## src/rtl/memtest_pkg.sv

```systemverilog
// Shared types and bit maps for the SRAM memtest engine: FSM states,
// SPI control/status bit indices, phase codes and test patterns.
package memtest_pkg;

  localparam int unsigned CTRL_W   = 16;
  localparam int unsigned STATUS_W = 16;

  // Control bit-vector map
  localparam int unsigned START       = 0;
  localparam int unsigned PAT_LO      = 1;
  localparam int unsigned PAT_HI      = 2;
  localparam int unsigned STOP_ON_ERR = 3;
  localparam int unsigned INJECT      = 4;
  localparam int unsigned ABORT       = 7;

  // Status bit-vector map
  localparam int unsigned ST_BUSY   = 0;
  localparam int unsigned ST_DONE   = 1;
  localparam int unsigned ST_FAIL   = 2;
  localparam int unsigned ST_PH_LO  = 3;
  localparam int unsigned ST_PH_HI  = 4;
  localparam int unsigned ST_CNT_LO = 8;
  localparam int unsigned ST_CNT_HI = 15;

  typedef enum logic [2:0] {
    IDLE,
    WR_SETUP,
    WR_PULSE,
    WR_HOLD,
    RD_SETUP,
    RD_WAIT,
    RD_CHECK,
    DONE
  } state_t;

  typedef enum logic [1:0] {
    PH_IDLE  = 2'd0,
    PH_WRITE = 2'd1,
    PH_READ  = 2'd2,
    PH_DONE  = 2'd3
  } phase_t;

  typedef enum logic [1:0] {
    PAT_ZERO  = 2'd0,
    PAT_ONES  = 2'd1,
    PAT_ADDR  = 2'd2,
    PAT_NADDR = 2'd3
  } pattern_t;

  // Byte written to / expected from an address under a given pattern
  function automatic logic [7:0] pattern_byte(input pattern_t pat, input logic [7:0] a);
    logic [7:0] b;
    b = 8'h00;
    case (pat)
      PAT_ZERO:  b = 8'h00;
      PAT_ONES:  b = 8'hFF;
      PAT_ADDR:  b = a;
      PAT_NADDR: b = ~a;
      default:   b = 8'h00;
    endcase
    return b;
  endfunction

  function automatic phase_t phase_of(input state_t s);
    phase_t ph;
    case (s)
      IDLE:                        ph = PH_IDLE;
      WR_SETUP, WR_PULSE, WR_HOLD: ph = PH_WRITE;
      RD_SETUP, RD_WAIT, RD_CHECK: ph = PH_READ;
      default:                     ph = PH_DONE;
    endcase
    return ph;
  endfunction

endpackage

```

## src/rtl/memtest_engine_if.sv

```systemverilog
// Asynchronous 8-bit SRAM bus between the memtest engine (master) and the
// memory device (slave).
interface memtest_engine_if #(
  parameter int unsigned ADDR_W = 17,
  parameter int unsigned DATA_W = 8
);
  logic [ADDR_W-1:0] sram_addr;
  logic [DATA_W-1:0] sram_dq_o;
  logic [DATA_W-1:0] sram_dq_i;
  logic              sram_dq_oe;
  logic              sram_ce_n;
  logic              sram_we_n;
  logic              sram_oe_n;

  modport master (
    output sram_addr, sram_dq_o, sram_dq_oe, sram_ce_n, sram_we_n, sram_oe_n,
    input  sram_dq_i
  );

  modport slave (
    input  sram_addr, sram_dq_o, sram_dq_oe, sram_ce_n, sram_we_n, sram_oe_n,
    output sram_dq_i
  );
endinterface

```

## src/rtl/memtest_engine_sync_2ff.sv

```systemverilog
// Parameterized-width two-flop synchronizer, asynchronously reset to zero.
module sync_2ff #(
  parameter int unsigned W = 1
) (
  input  logic         clk,
  input  logic         rst,
  input  logic [W-1:0] d,
  output logic [W-1:0] q
);
  logic [W-1:0] meta;

  always_ff @(posedge clk or posedge rst) begin
    if (rst) begin
      meta <= '0;
      q    <= '0;
    end else begin
      meta <= d;
      q    <= meta;
    end
  end
endmodule

```

## src/rtl/memtest_engine.sv

```systemverilog
// SRAM write-then-read-compare engine driven from SPI control bits.
// Optional compare-path self-test (inverted bit 0 at address 0): MEMTEST_INJECT_EN.
module memtest_engine
  import memtest_pkg::*;
#(
  parameter int unsigned ADDR_W      = 17,
  parameter int unsigned DATA_W      = 8,
  parameter int unsigned WAIT_CYCLES = 2
) (
  input  logic                input_clk,
  input  logic                reset,
  input  logic [CTRL_W-1:0]   ctrl_bits,
  output logic [STATUS_W-1:0] status_bits,
  memtest_engine_if.master    sram
);
  localparam int unsigned WAIT_W = (WAIT_CYCLES > 1) ? $clog2(WAIT_CYCLES) : 1;
  localparam logic [WAIT_W-1:0] WAIT_LOAD = WAIT_W'(WAIT_CYCLES - 1);

  logic [CTRL_W-1:0]   ctrl_s;
  logic                start_d;
  logic                start_edge;
  logic                abort;
  pattern_t            ctrl_pat;

  state_t              state, state_nxt;
  logic [ADDR_W-1:0]   addr, addr_nxt;
  logic [DATA_W-1:0]   dq_o, dq_o_nxt;
  logic [DATA_W-1:0]   rd_data, rd_data_nxt;
  logic                dq_oe, dq_oe_nxt;
  logic                ce_n, ce_n_nxt;
  logic                we_n, we_n_nxt;
  logic                oe_n, oe_n_nxt;
  logic [WAIT_W-1:0]   wait_cnt, wait_cnt_nxt;
  pattern_t            pat, pat_nxt;
  logic                stop_err, stop_err_nxt;
  logic [STATUS_W-1:0] status, status_nxt;
  logic [7:0]          err_cnt;
  logic [DATA_W-1:0]   expected;
  logic                mismatch;
  logic                last;
  logic                unused_ctrl;
`ifdef MEMTEST_INJECT_EN
  logic                inject, inject_nxt;
`endif

  function automatic logic [DATA_W-1:0] pat_data(input pattern_t p, input logic [ADDR_W-1:0] a);
    return DATA_W'(pattern_byte(p, 8'(a)));
  endfunction

  sync_2ff #(.W(CTRL_W)) u_sync (
    .clk (input_clk),
    .rst (reset),
    .d   (ctrl_bits),
    .q   (ctrl_s)
  );

  always_ff @(posedge input_clk or posedge reset) begin
    if (reset) start_d <= 1'b0;
    else       start_d <= ctrl_s[START];
  end

  assign start_edge = ctrl_s[START] & ~start_d;
  assign abort      = ctrl_s[ABORT];
  assign ctrl_pat   = pattern_t'(ctrl_s[PAT_HI:PAT_LO]);
  assign err_cnt    = status[ST_CNT_HI:ST_CNT_LO];
  assign last       = &addr;

`ifdef MEMTEST_INJECT_EN
  assign unused_ctrl = ^{ctrl_s[15:8], ctrl_s[6:5]};
`else
  assign unused_ctrl = ^{ctrl_s[15:8], ctrl_s[6:5], ctrl_s[INJECT]};
`endif

  // Expected read-back for the current address
  always_comb begin
    expected = pat_data(pat, addr);
`ifdef MEMTEST_INJECT_EN
    if (inject && (addr == '0)) expected[0] = ~expected[0];
`endif
  end

  assign mismatch = (rd_data != expected);

  // Next-state and next-output logic; every SRAM strobe leaves a flop
  always_comb begin
    state_nxt    = state;
    addr_nxt     = addr;
    dq_o_nxt     = dq_o;
    dq_oe_nxt    = dq_oe;
    ce_n_nxt     = ce_n;
    we_n_nxt     = we_n;
    oe_n_nxt     = oe_n;
    wait_cnt_nxt = wait_cnt;
    rd_data_nxt  = rd_data;
    pat_nxt      = pat;
    stop_err_nxt = stop_err;
    status_nxt   = status;
`ifdef MEMTEST_INJECT_EN
    inject_nxt   = inject;
`endif

    if (abort && (state != IDLE)) begin
      state_nxt           = IDLE;
      dq_oe_nxt           = 1'b0;
      ce_n_nxt            = 1'b1;
      we_n_nxt            = 1'b1;
      oe_n_nxt            = 1'b1;
      status_nxt[ST_BUSY] = 1'b0;
      status_nxt[ST_DONE] = 1'b0;
    end else begin
      case (state)
        IDLE, DONE: begin
          if (start_edge && !abort) begin
            state_nxt                     = WR_SETUP;
            addr_nxt                      = '0;
            dq_o_nxt                      = pat_data(ctrl_pat, ADDR_W'(0));
            dq_oe_nxt                     = 1'b1;
            ce_n_nxt                      = 1'b0;
            pat_nxt                       = ctrl_pat;
            stop_err_nxt                  = ctrl_s[STOP_ON_ERR];
            status_nxt[ST_BUSY]           = 1'b1;
            status_nxt[ST_DONE]           = 1'b0;
            status_nxt[ST_FAIL]           = 1'b0;
            status_nxt[ST_CNT_HI:ST_CNT_LO] = 8'd0;
`ifdef MEMTEST_INJECT_EN
            inject_nxt                    = ctrl_s[INJECT];
`endif
          end
        end
        WR_SETUP: begin
          state_nxt    = WR_PULSE;
          we_n_nxt     = 1'b0;
          wait_cnt_nxt = WAIT_LOAD;
        end
        WR_PULSE: begin
          if (wait_cnt == '0) begin
            state_nxt = WR_HOLD;
            we_n_nxt  = 1'b1;
          end else begin
            wait_cnt_nxt = wait_cnt - WAIT_W'(1);
          end
        end
        WR_HOLD: begin
          if (last) begin
            state_nxt = RD_SETUP;
            addr_nxt  = '0;
            dq_oe_nxt = 1'b0;
            oe_n_nxt  = 1'b0;
          end else begin
            state_nxt = WR_SETUP;
            addr_nxt  = addr + ADDR_W'(1);
            dq_o_nxt  = pat_data(pat, addr + ADDR_W'(1));
          end
        end
        RD_SETUP: begin
          state_nxt    = RD_WAIT;
          wait_cnt_nxt = WAIT_LOAD;
        end
        RD_WAIT: begin
          // Capture read data on the last clock oe_n is still low
          if (wait_cnt == '0) begin
            state_nxt   = RD_CHECK;
            oe_n_nxt    = 1'b1;
            rd_data_nxt = sram.sram_dq_i;
          end else begin
            wait_cnt_nxt = wait_cnt - WAIT_W'(1);
          end
        end
        RD_CHECK: begin
          if (mismatch) begin
            status_nxt[ST_FAIL] = 1'b1;
            if (err_cnt != 8'hFF) status_nxt[ST_CNT_HI:ST_CNT_LO] = err_cnt + 8'd1;
          end
          if ((mismatch && stop_err) || last) begin
            state_nxt           = DONE;
            ce_n_nxt            = 1'b1;
            status_nxt[ST_BUSY] = 1'b0;
            status_nxt[ST_DONE] = 1'b1;
          end else begin
            state_nxt = RD_SETUP;
            addr_nxt  = addr + ADDR_W'(1);
            oe_n_nxt  = 1'b0;
          end
        end
        default: state_nxt = IDLE;
      endcase
    end

    status_nxt[ST_PH_HI:ST_PH_LO] = 2'(phase_of(state_nxt));
  end

  always_ff @(posedge input_clk or posedge reset) begin
    if (reset) begin
      state    <= IDLE;
      addr     <= '0;
      dq_o     <= '0;
      dq_oe    <= 1'b0;
      ce_n     <= 1'b1;
      we_n     <= 1'b1;
      oe_n     <= 1'b1;
      wait_cnt <= '0;
      rd_data  <= '0;
      pat      <= PAT_ZERO;
      stop_err <= 1'b0;
      status   <= '0;
`ifdef MEMTEST_INJECT_EN
      inject   <= 1'b0;
`endif
    end else begin
      state    <= state_nxt;
      addr     <= addr_nxt;
      dq_o     <= dq_o_nxt;
      dq_oe    <= dq_oe_nxt;
      ce_n     <= ce_n_nxt;
      we_n     <= we_n_nxt;
      oe_n     <= oe_n_nxt;
      wait_cnt <= wait_cnt_nxt;
      rd_data  <= rd_data_nxt;
      pat      <= pat_nxt;
      stop_err <= stop_err_nxt;
      status   <= status_nxt;
`ifdef MEMTEST_INJECT_EN
      inject   <= inject_nxt;
`endif
    end
  end

  assign sram.sram_addr  = addr;
  assign sram.sram_dq_o  = dq_o;
  assign sram.sram_dq_oe = dq_oe;
  assign sram.sram_ce_n  = ce_n;
  assign sram.sram_we_n  = we_n;
  assign sram.sram_oe_n  = oe_n;
  assign status_bits     = status;

endmodule

```

## src/flat_wrapper.sv

```systemverilog
// flat-port wrapper written by rule: the top's interface ports become plain ports
module memtest_engine_flat import memtest_pkg::*;
#(
  parameter int unsigned ADDR_W      = 17,
  parameter int unsigned DATA_W      = 8,
  parameter int unsigned WAIT_CYCLES = 2
)
  (input_clk, reset, ctrl_bits, status_bits, sram_sram_addr, sram_sram_dq_o, sram_sram_dq_oe, sram_sram_ce_n, sram_sram_we_n, sram_sram_oe_n, sram_sram_dq_i);
  memtest_engine_if #(.ADDR_W(ADDR_W), .DATA_W(DATA_W)) sram_i ();
  input  logic input_clk;
  input  logic reset;
  input  logic [CTRL_W-1:0] ctrl_bits;
  output logic [STATUS_W-1:0] status_bits;
  output wire logic [$bits(sram_i.sram_addr)-1:0] sram_sram_addr;
  output wire logic [$bits(sram_i.sram_dq_o)-1:0] sram_sram_dq_o;
  output wire logic [$bits(sram_i.sram_dq_oe)-1:0] sram_sram_dq_oe;
  output wire logic [$bits(sram_i.sram_ce_n)-1:0] sram_sram_ce_n;
  output wire logic [$bits(sram_i.sram_we_n)-1:0] sram_sram_we_n;
  output wire logic [$bits(sram_i.sram_oe_n)-1:0] sram_sram_oe_n;
  input wire logic [$bits(sram_i.sram_dq_i)-1:0] sram_sram_dq_i;
  assign sram_sram_addr = sram_i.sram_addr;
  assign sram_sram_dq_o = sram_i.sram_dq_o;
  assign sram_sram_dq_oe = sram_i.sram_dq_oe;
  assign sram_sram_ce_n = sram_i.sram_ce_n;
  assign sram_sram_we_n = sram_i.sram_we_n;
  assign sram_sram_oe_n = sram_i.sram_oe_n;
  assign sram_i.sram_dq_i = sram_sram_dq_i;
  memtest_engine #(.ADDR_W(ADDR_W), .DATA_W(DATA_W), .WAIT_CYCLES(WAIT_CYCLES)) u_core (.input_clk(input_clk), .reset(reset), .ctrl_bits(ctrl_bits), .status_bits(status_bits), .sram(sram_i));
endmodule
```

## config.mk

```make
export PLATFORM = sky130hd
export DESIGN_NAME = memtest_engine_flat
export DESIGN_NICKNAME = d
export VERILOG_FILES = /design/src/rtl/memtest_pkg.sv /design/src/rtl/memtest_engine_if.sv /design/src/rtl/memtest_engine_sync_2ff.sv /design/src/rtl/memtest_engine.sv /design/src/flat_wrapper.sv
export SDC_FILE = /design/constraint.sdc
export NUM_CORES = 1
export LEC_CHECK = 0
export BUFFER_PORTS_ARGS = -buffer_cell sky130_fd_sc_hd__buf_4
export CELL_PAD_IN_SITES_DETAIL_PLACEMENT = 1
export CELL_PAD_IN_SITES_GLOBAL_PLACEMENT = 2
export CORE_MARGIN = 1.5
export CORE_UTILIZATION = 34
export CTS_CLUSTER_DIAMETER = 100
export CTS_CLUSTER_SIZE = 40
export DETAILED_ROUTE_END_ITERATION = 7
export PLACE_DENSITY_LB_ADDON = 0.1
export SETUP_SLACK_MARGIN = 0.05
export SKIP_LAST_GASP = 1
export SYNTH_ARGS = -nofsm -noshare
export SYNTH_HDL_FRONTEND = slang
export SYNTH_SLANG_ARGS = --single-unit
```

## constraint.sdc

```tcl
create_clock -name input_clk -period 3.26 [get_ports input_clk]
set_input_delay 0 -clock input_clk [delete_from_list [all_inputs] [get_ports input_clk]]
set_output_delay 0 -clock input_clk [all_outputs]
set_load 0.01 [all_outputs]
```

==> results of run 1 <==
[cells in the mapped netlist, types with 6 or more instances]
library cell / instances
mux2_2: 8
nand2b_1: 10
nor3b_1: 9
inv_1: 20
dfrtp_1: 65
mux2i_1: 15
a211oi_1: 7
clkbuf_1: 19
nor3_1: 16
and3_1: 13
nand3_1: 15
o21ai_0: 34
nor2_1: 27
a31oi_1: 11
nor2b_1: 11
o2bb2ai_1: 6
xnor2_1: 12
a21o_1: 7
buf_2: 7
nand2_1: 30
a21oi_1: 25
and3b_1: 7
[critical path, stage by stage (launching register included)]
cell and delay (ps):
dfrtp_1 430, ha_1 260, and3_1 240, nand3_1 130
nor2_1 80, nand3_1 80, nor2_1 50, ha_1 190
nor3b_1 180, o21ai_1 140, a21o_1 240, or4_4 490
a21oi_2 140, mux2i_1 190
[path summary, 6_finish.rpt]
kind / start / cells past startpoint / slack [ps] / end
max in group asynchronous: reset / 5 / 1850 / u_core.rd_data[6]
worst max register to register: u_core.sram.sram_addr[1] / 13 / 330 / u_core.sram.sram_addr[9]
worst max-delay path: u_core.sram.sram_addr[1] / 13 / 330 / u_core.sram.sram_addr[9]
worst min-delay path: ctrl_bits[7] / 2 / 310 / u_core.u_sync.meta[7]
worst min register to register: u_core.u_sync.meta[7] / 0 / 350 / u_core.u_sync.q[7]
min in group asynchronous: reset / 3 / 380 / u_core.status_bits[1]
[metrics by stage]
stage	setup WS [ps]	power (mW)	std cells	hold WS, ps
detailed placement	73.3	2.14	638	111
finish	332	3.21	668	309
CTS	277	3.26	668	288
global route	85.0	3.41	668	296
global placement	165	2.11	638	111
floorplan	434	1.77	447	31.4
[logic make-up (layout without fill, tap and decap cells)]
family | after synthesis | in the layout | synth area share
simple gates | 154 | 154 | 0.204
compound gates | 127 | 127 | 0.213
flops | 68 | 68 | 0.421
buf+inv | 53 | 131 | 0.0568
mux | 24 | 24 | 0.0621
xor+xnor | 15 | 15 | 0.0324
fa+ha+maj | 3 | 3 | 0.00927
other cells | 1 | 3 | 0.000926
[final cells by class]
cell class                      count  area share
Multi-Input combinational cell    326       0.413
Tap cell                          143      0.0346
Clock buffer                       11      0.0469
Inverter                           20      0.0145
Timing Repair Buffer               95       0.145
Clock inverter                      5      0.0164
Sequential cell                    68       0.330
[what timing repair did]
action / 4_1_cts / 5_1_grt
endpoints found under the hold margin: 48 / 0
setup endpoints to repair: 2 / 7
hold buffers: 14 / 0
gates resized for setup: 1 / 3
[layer usage]
metal	track usage	part of all wire
met5	0	0
met4	0.0498	0.0094
met3	0.0508	0.034
met2	0.317	0.47
met1	0.268	0.49
[sequential cells by signal (all words and copies together) (netlist names)]
register	count
u_core.state	3
u_core.sram.sram_ce_n	1
u_core.rd_data	8
u_core.sram.sram_addr	17
u_core.sram.sram_oe_n	1
u_core.wait_cnt	1
u_core.pat	2
u_core.stop_err	1
u_core.u_sync.q	5
u_core.sram.sram_we_n	1
u_core.u_sync.meta	5
u_core.start_d	1
u_core.status_bits	13
u_core.sram.sram_dq_oe	1
u_core.sram.sram_dq_o	8
[power by group through the flow]
stage	clock network [mW]	logic, mW	registers [mW]
2_1_floorplan	0	0.653	1.11
3_3_place_gp	0	0.986	1.13
3_5_place_dp	0	1.01	1.14
4_1_cts	1.12	1.02	1.12
5_1_grt	1.14	1.12	1.14
6_report	1.08	1.01	1.12
==> summary.md, run 1 <==
| Metric | Value |
|---|---|
| Status | complete, but fails checks |
| Failing checks | DRC |
| Total wire length | 11700 um |
| Boundary pin count | 71 |
| CTS buffer count | 9 |
| Antenna Nets Post-Route | 0 |
| Largest net degree at the start of global routing | 40 |
| Number of synthesized flops with an enable pin | 0 |
| Worst slew pin tran | 888 ps |
| Post-Syn Area | 4050 sq um |
| Share of power burned in registers | 0.348 |
| Vias | 3624 |
| RSZ-0062 raised after global routing | no |
| Endpoints failing hold | 0 |
| Placed inst area | 4690 sq um |
| Logic pwr share | 0.316 |
| Max FO, Critical Path | 6 |
| Commonest non-fill, non-tap cell in the layout | buf_4 |
| Tcrit/Tclk final | 0.898 |
| Site Rows | 39 |
| Final setup violation count | 0 |
| Vias in the first global route | 3706 |
| CP Data Arrival Time | 3190 ps |
| DR WL/cell | 17.5 um |
| Average size of a mapped cell | 9.10 sq um |
| Setup Total Neg Slack | 0 ps |
| Post-CTS setup buffer count | 0 |
| Die area | 12600 sq um |
| Setup Crit Path Kind | reg2reg |
| Chip width | 112 um |
| Fin util | 0.449 |
| Global-route wire length before repair | 19600 um |
| Tot GR Track Use | 0.198 |
| Area leader, netlist | dfrtp_1 |
| Synthesis-to-finish area growth | 27.7% |
| Sw Share | 0.342 |
| CTS Root Cell | clkbuf_16 |
| Yosys cell types | 60 |
| Maxcap violations | 0 |
| Top FF cell, synth | dfrtp_1 |
| Clock share of power | 0.336 |
| Clk slew on worst S/H paths | 60 ps |
| Syn. warnings | 0 |
| Psw | 1.10 mW |
| Fmax | 342 MHz |
| Critical path data required time | 3520 ps |
| Clock Sinks | 68 |
| Die height | 112 um |
| Final #Nets | 549 |
| H-tree Lvls | 3 |
| Share of layout cells above drive strength 1 | 0.223 |
| Async SR Flop Fraction | 1.00 |
| Remaining Overflow, GRT | 0 |
| Internal Power | 2.11 mW |
| DRC errors left | 6 |
| Antenna Cells | 0 |
| Starting Density | 0.352 |
| Synth top area share | 0.402 |
| Initial antenna violation count | 0 |
| Fin crit period | 2930 ps |
| Post-route cell area | 5170 sq um |
| Leak | 2.34 nW |
| CTS max path bufs | 2 |
| Most frequent cells in the layout | buf_4 (81), dfrtp_1 (65), o21ai_0 (33) |
| Startpoint Class | flip-flop |
| Crit. End Element | flip-flop |
| Register bit count reported by yosys | 68 |
| Slew margin rel. | 0.402 |
| Sequential-to-total area share from yosys stat | 0.421 |
| Clock skew | 4.51 ps |
| PortBufs | 56 |
| Seq. cell area | 1710 sq um |
| Fillers | 1339 |
| Starting DRT DRC Count | 166 |
| DRT Pass-1 Iters | 8 |
| Area of the multi-input gates | 2140 sq um |
| Maximum vdd drop | 0.321 mV |
| PD cells | 621 nW/um^2 |
| Dpl hpwl | 8120 um |
| Worst hold-check path type | in2reg |
| Core area | 11500 sq um |
| Final GP Congestion | 0.770 |
| CTS tree | built |
| Synth top area cells | dfrtp_1 (40%), o21ai_0 (4.2%), mux2i_1 (3.7%) |
| Worst-Skew Late Latency | 340 ps |
| Max-slew violations | 0 |
| Post-Synthesis Cells | 445 |
| Via/cell ratio | 5.43 |
(Power assumes the default switching activity.)
==> inputs of run 2 (changes only) <==
- CORE_ASPECT_RATIO: unset -> 1.25
- CORE_UTILIZATION: 34 -> 36
- MAX_ROUTING_LAYER: unset -> met4
- SYNTH_HIERARCHICAL: unset -> 1
==> run 2 against run 1 <==
Compared with the run above:
- the run now ends clean
- clock skew grew 3.7 ps
- die area fell by 10%
- utilization is 2.5 points higher
- first-iteration DRC count is 45% lower
- via count fell by 4.7%
- synthesized cell count fell by 7.2%
- final cell count fell by 4.3%
- worst hold slack got worse by 91 ps
- routed wire length fell by 5.2%
- global-route usage increased by 2.1 points
- area after synthesis is 5.1% lower
- critical path type unchanged
==> summary.md, run 2 <==
| Metric | Value |
|---|---|
| Total wire length | 11100 um |
| Endpoints failing hold | 0 |
| DRT Pass-1 Iters | 4 |
| Final setup violation count | 0 |
| Reg2reg path depth | 14 |
| Psw | 802 uW |
| PortBufs | 56 |
| DR WL/cell | 17.3 um |
| Remaining Overflow, GRT | 0 |
| Final GP Congestion | 0.814 |
| Antenna Cells | 0 |
| Via/cell ratio | 5.41 |
| Clock Sinks | 68 |
| Setup Total Neg Slack | 0 ps |
| Boundary pin count | 71 |
| Global-route wire length before repair | 18600 um |
| Logic pwr share | 0.236 |
| Fin util | 0.474 |
| CP Data Arrival Time | 3240 ps |
| CTS Root Cell | clkbuf_16 |
| Share of power burned in registers | 0.415 |
| Fin crit period | 3030 ps |
| Status | completed |
| Met3 wire length | 268 um |
| Initial antenna violation count | 0 |
| CTS tree | built |
| Vias in the first global route | 3663 |
| CTS max path bufs | 2 |
| Worst-Skew Late Latency | 330 ps |
| Final #Nets | 531 |
| Post-Syn Area | 3840 sq um |
| Site Rows | 42 |
| Maximum vdd drop | 0.367 mV |
| Fmax | 330 MHz |
| Share of layout cells above drive strength 1 | 0.276 |
| Antenna Nets Post-Route | 0 |
| Crit. End Element | flip-flop |
| Die area | 11300 sq um |
| Setup Crit Path Kind | reg2reg |
| Starting Density | 0.366 |
| Metal-1 WL | 4900 um |
| Tcrit/Tclk final | 0.931 |
| Critical path data required time | 3460 ps |
| Chip width | 95.4 um |
| Synthesis-to-finish area growth | 29.7% |
| Sw Share | 0.307 |
| Worst reg-to-reg setup slack | 230 ps |
| Worst slew pin tran | 968 ps |
| Max-slew violations | 0 |
| DR top layer | met4 |
| Tot GR Track Use | 0.219 |
| Largest net degree at the start of global routing | 44 |
| DRC errors left | 0 |
| Leak | 2.23 nW |
| Worst hold-check path type | in2async |
| Starting DRT DRC Count | 91 |
| Core area | 10500 sq um |
| RSZ-0062 raised after global routing | no |
| Slew margin rel. | 0.353 |
| Clock skew | 8.18 ps |
| CTS buffer count | 9 |
| Average size of a mapped cell | 9.31 sq um |
| Clock share of power | 0.350 |
| Syn. warnings | 6 |
| Post-Synthesis Cells | 413 |
| Internal Power | 1.81 mW |
| Max FO, Critical Path | 8 |
| Maxcap violations | 0 |
| Startpoint Class | flip-flop |
| Die height | 119 um |
| Clk slew on worst S/H paths | 60 ps |
| PD cells | 523 nW/um^2 |
| Vias | 3454 |
| Dpl hpwl | 8060 um |
| Max reg flops | 17 |
| H-tree Lvls | 3 |
| Commonest non-fill, non-tap cell in the layout | buf_4 |
| WL met2 | 5770 um |
| Most frequent cells in the layout | buf_4 (87), dfrtp_1 (64), o21ai_0 (42) |
[run 2: worst paths after layout]
kind,start,endpoint
max,u_core/sram.sram_addr[0],u_core/sram.sram_dq_o[2]
min,reset,u_core/u_sync/meta[3]
max reg2reg,u_core/sram.sram_addr[0],u_core/sram.sram_dq_o[2]
min reg2reg,u_core/u_sync/meta[7],u_core/u_sync/q[7]
max in group asynchronous,reset,u_core/start_d
min in group input_clk,ctrl_bits[2],u_core/u_sync/meta[2]
[run 2: power groups by stage]
stage                     registers (mW)  logic [mW]  clock network (mW)
after floorplan                     1.07       0.367                   0
after global placement              1.10       0.580                   0
after detailed placement            1.10       0.594                   0
after CTS                           1.09       0.609               0.943
after global routing                1.10       0.677               0.983
final                               1.08       0.615               0.913
[run 2: stage by stage]
step / power (mW) / hold slack (ps) / setup slack [ps] / cells / area [sq um]
2_1_floorplan: 1.43 / -160 / 76.3 / 415 / 3860
3_3_place_gp: 1.68 / 2.66 / 208 / 607 / 4530
3_5_place_dp: 1.69 / 15.2 / 79.2 / 607 / 4530
4_1_cts: 2.64 / 227 / 61.1 / 637 / 4950
5_1_grt: 2.76 / 245 / 40.8 / 639 / 4990
6_report: 2.61 / 218 / 225 / 639 / 4990
[run 2: critical path, stage by stage (launching register included)]
cell and delay [ps]:
dfrtp_1 350, ha_2 180, and3_1 220, and3_1 220
nand4_1 190, nor2_1 170, ha_2 190, inv_1 60
o21ai_0 170, a221oi_1 110, a211oi_2 240, a21oi_2 80
nor3b_4 230, buf_12 150, mux2_2 340
[run 2: what timing repair did]
item                                   CTS  global route
hold buffers                            14             0
buffers inserted                         0             2
endpoints found under the hold margin   62             0
setup endpoints to repair                0             8
gates resized for setup                  0             2
[run 2: final cells by class]
class / count / area [sq um]
Fill cell: 1234 / 5520
Timing Repair Buffer: 102 / 813
Multi-Input combinational cell: 308 / 1970
Clock inverter: 6 / 40.0
Tap cell: 132 / 165
Clock buffer: 10 / 239
Sequential cell: 68 / 1710
Inverter: 13 / 48.8
[run 2: per-layer routing]
| layer | global-route usage | vias up |
|---|---|---|
| li1 | - | 1668 |
| met1 | 0.273 | 1719 |
| met2 | 0.359 | 56 |
| met3 | 0.0335 | 11 |
| met4 | 0.0754 | 0 |
| met5 | - | - |
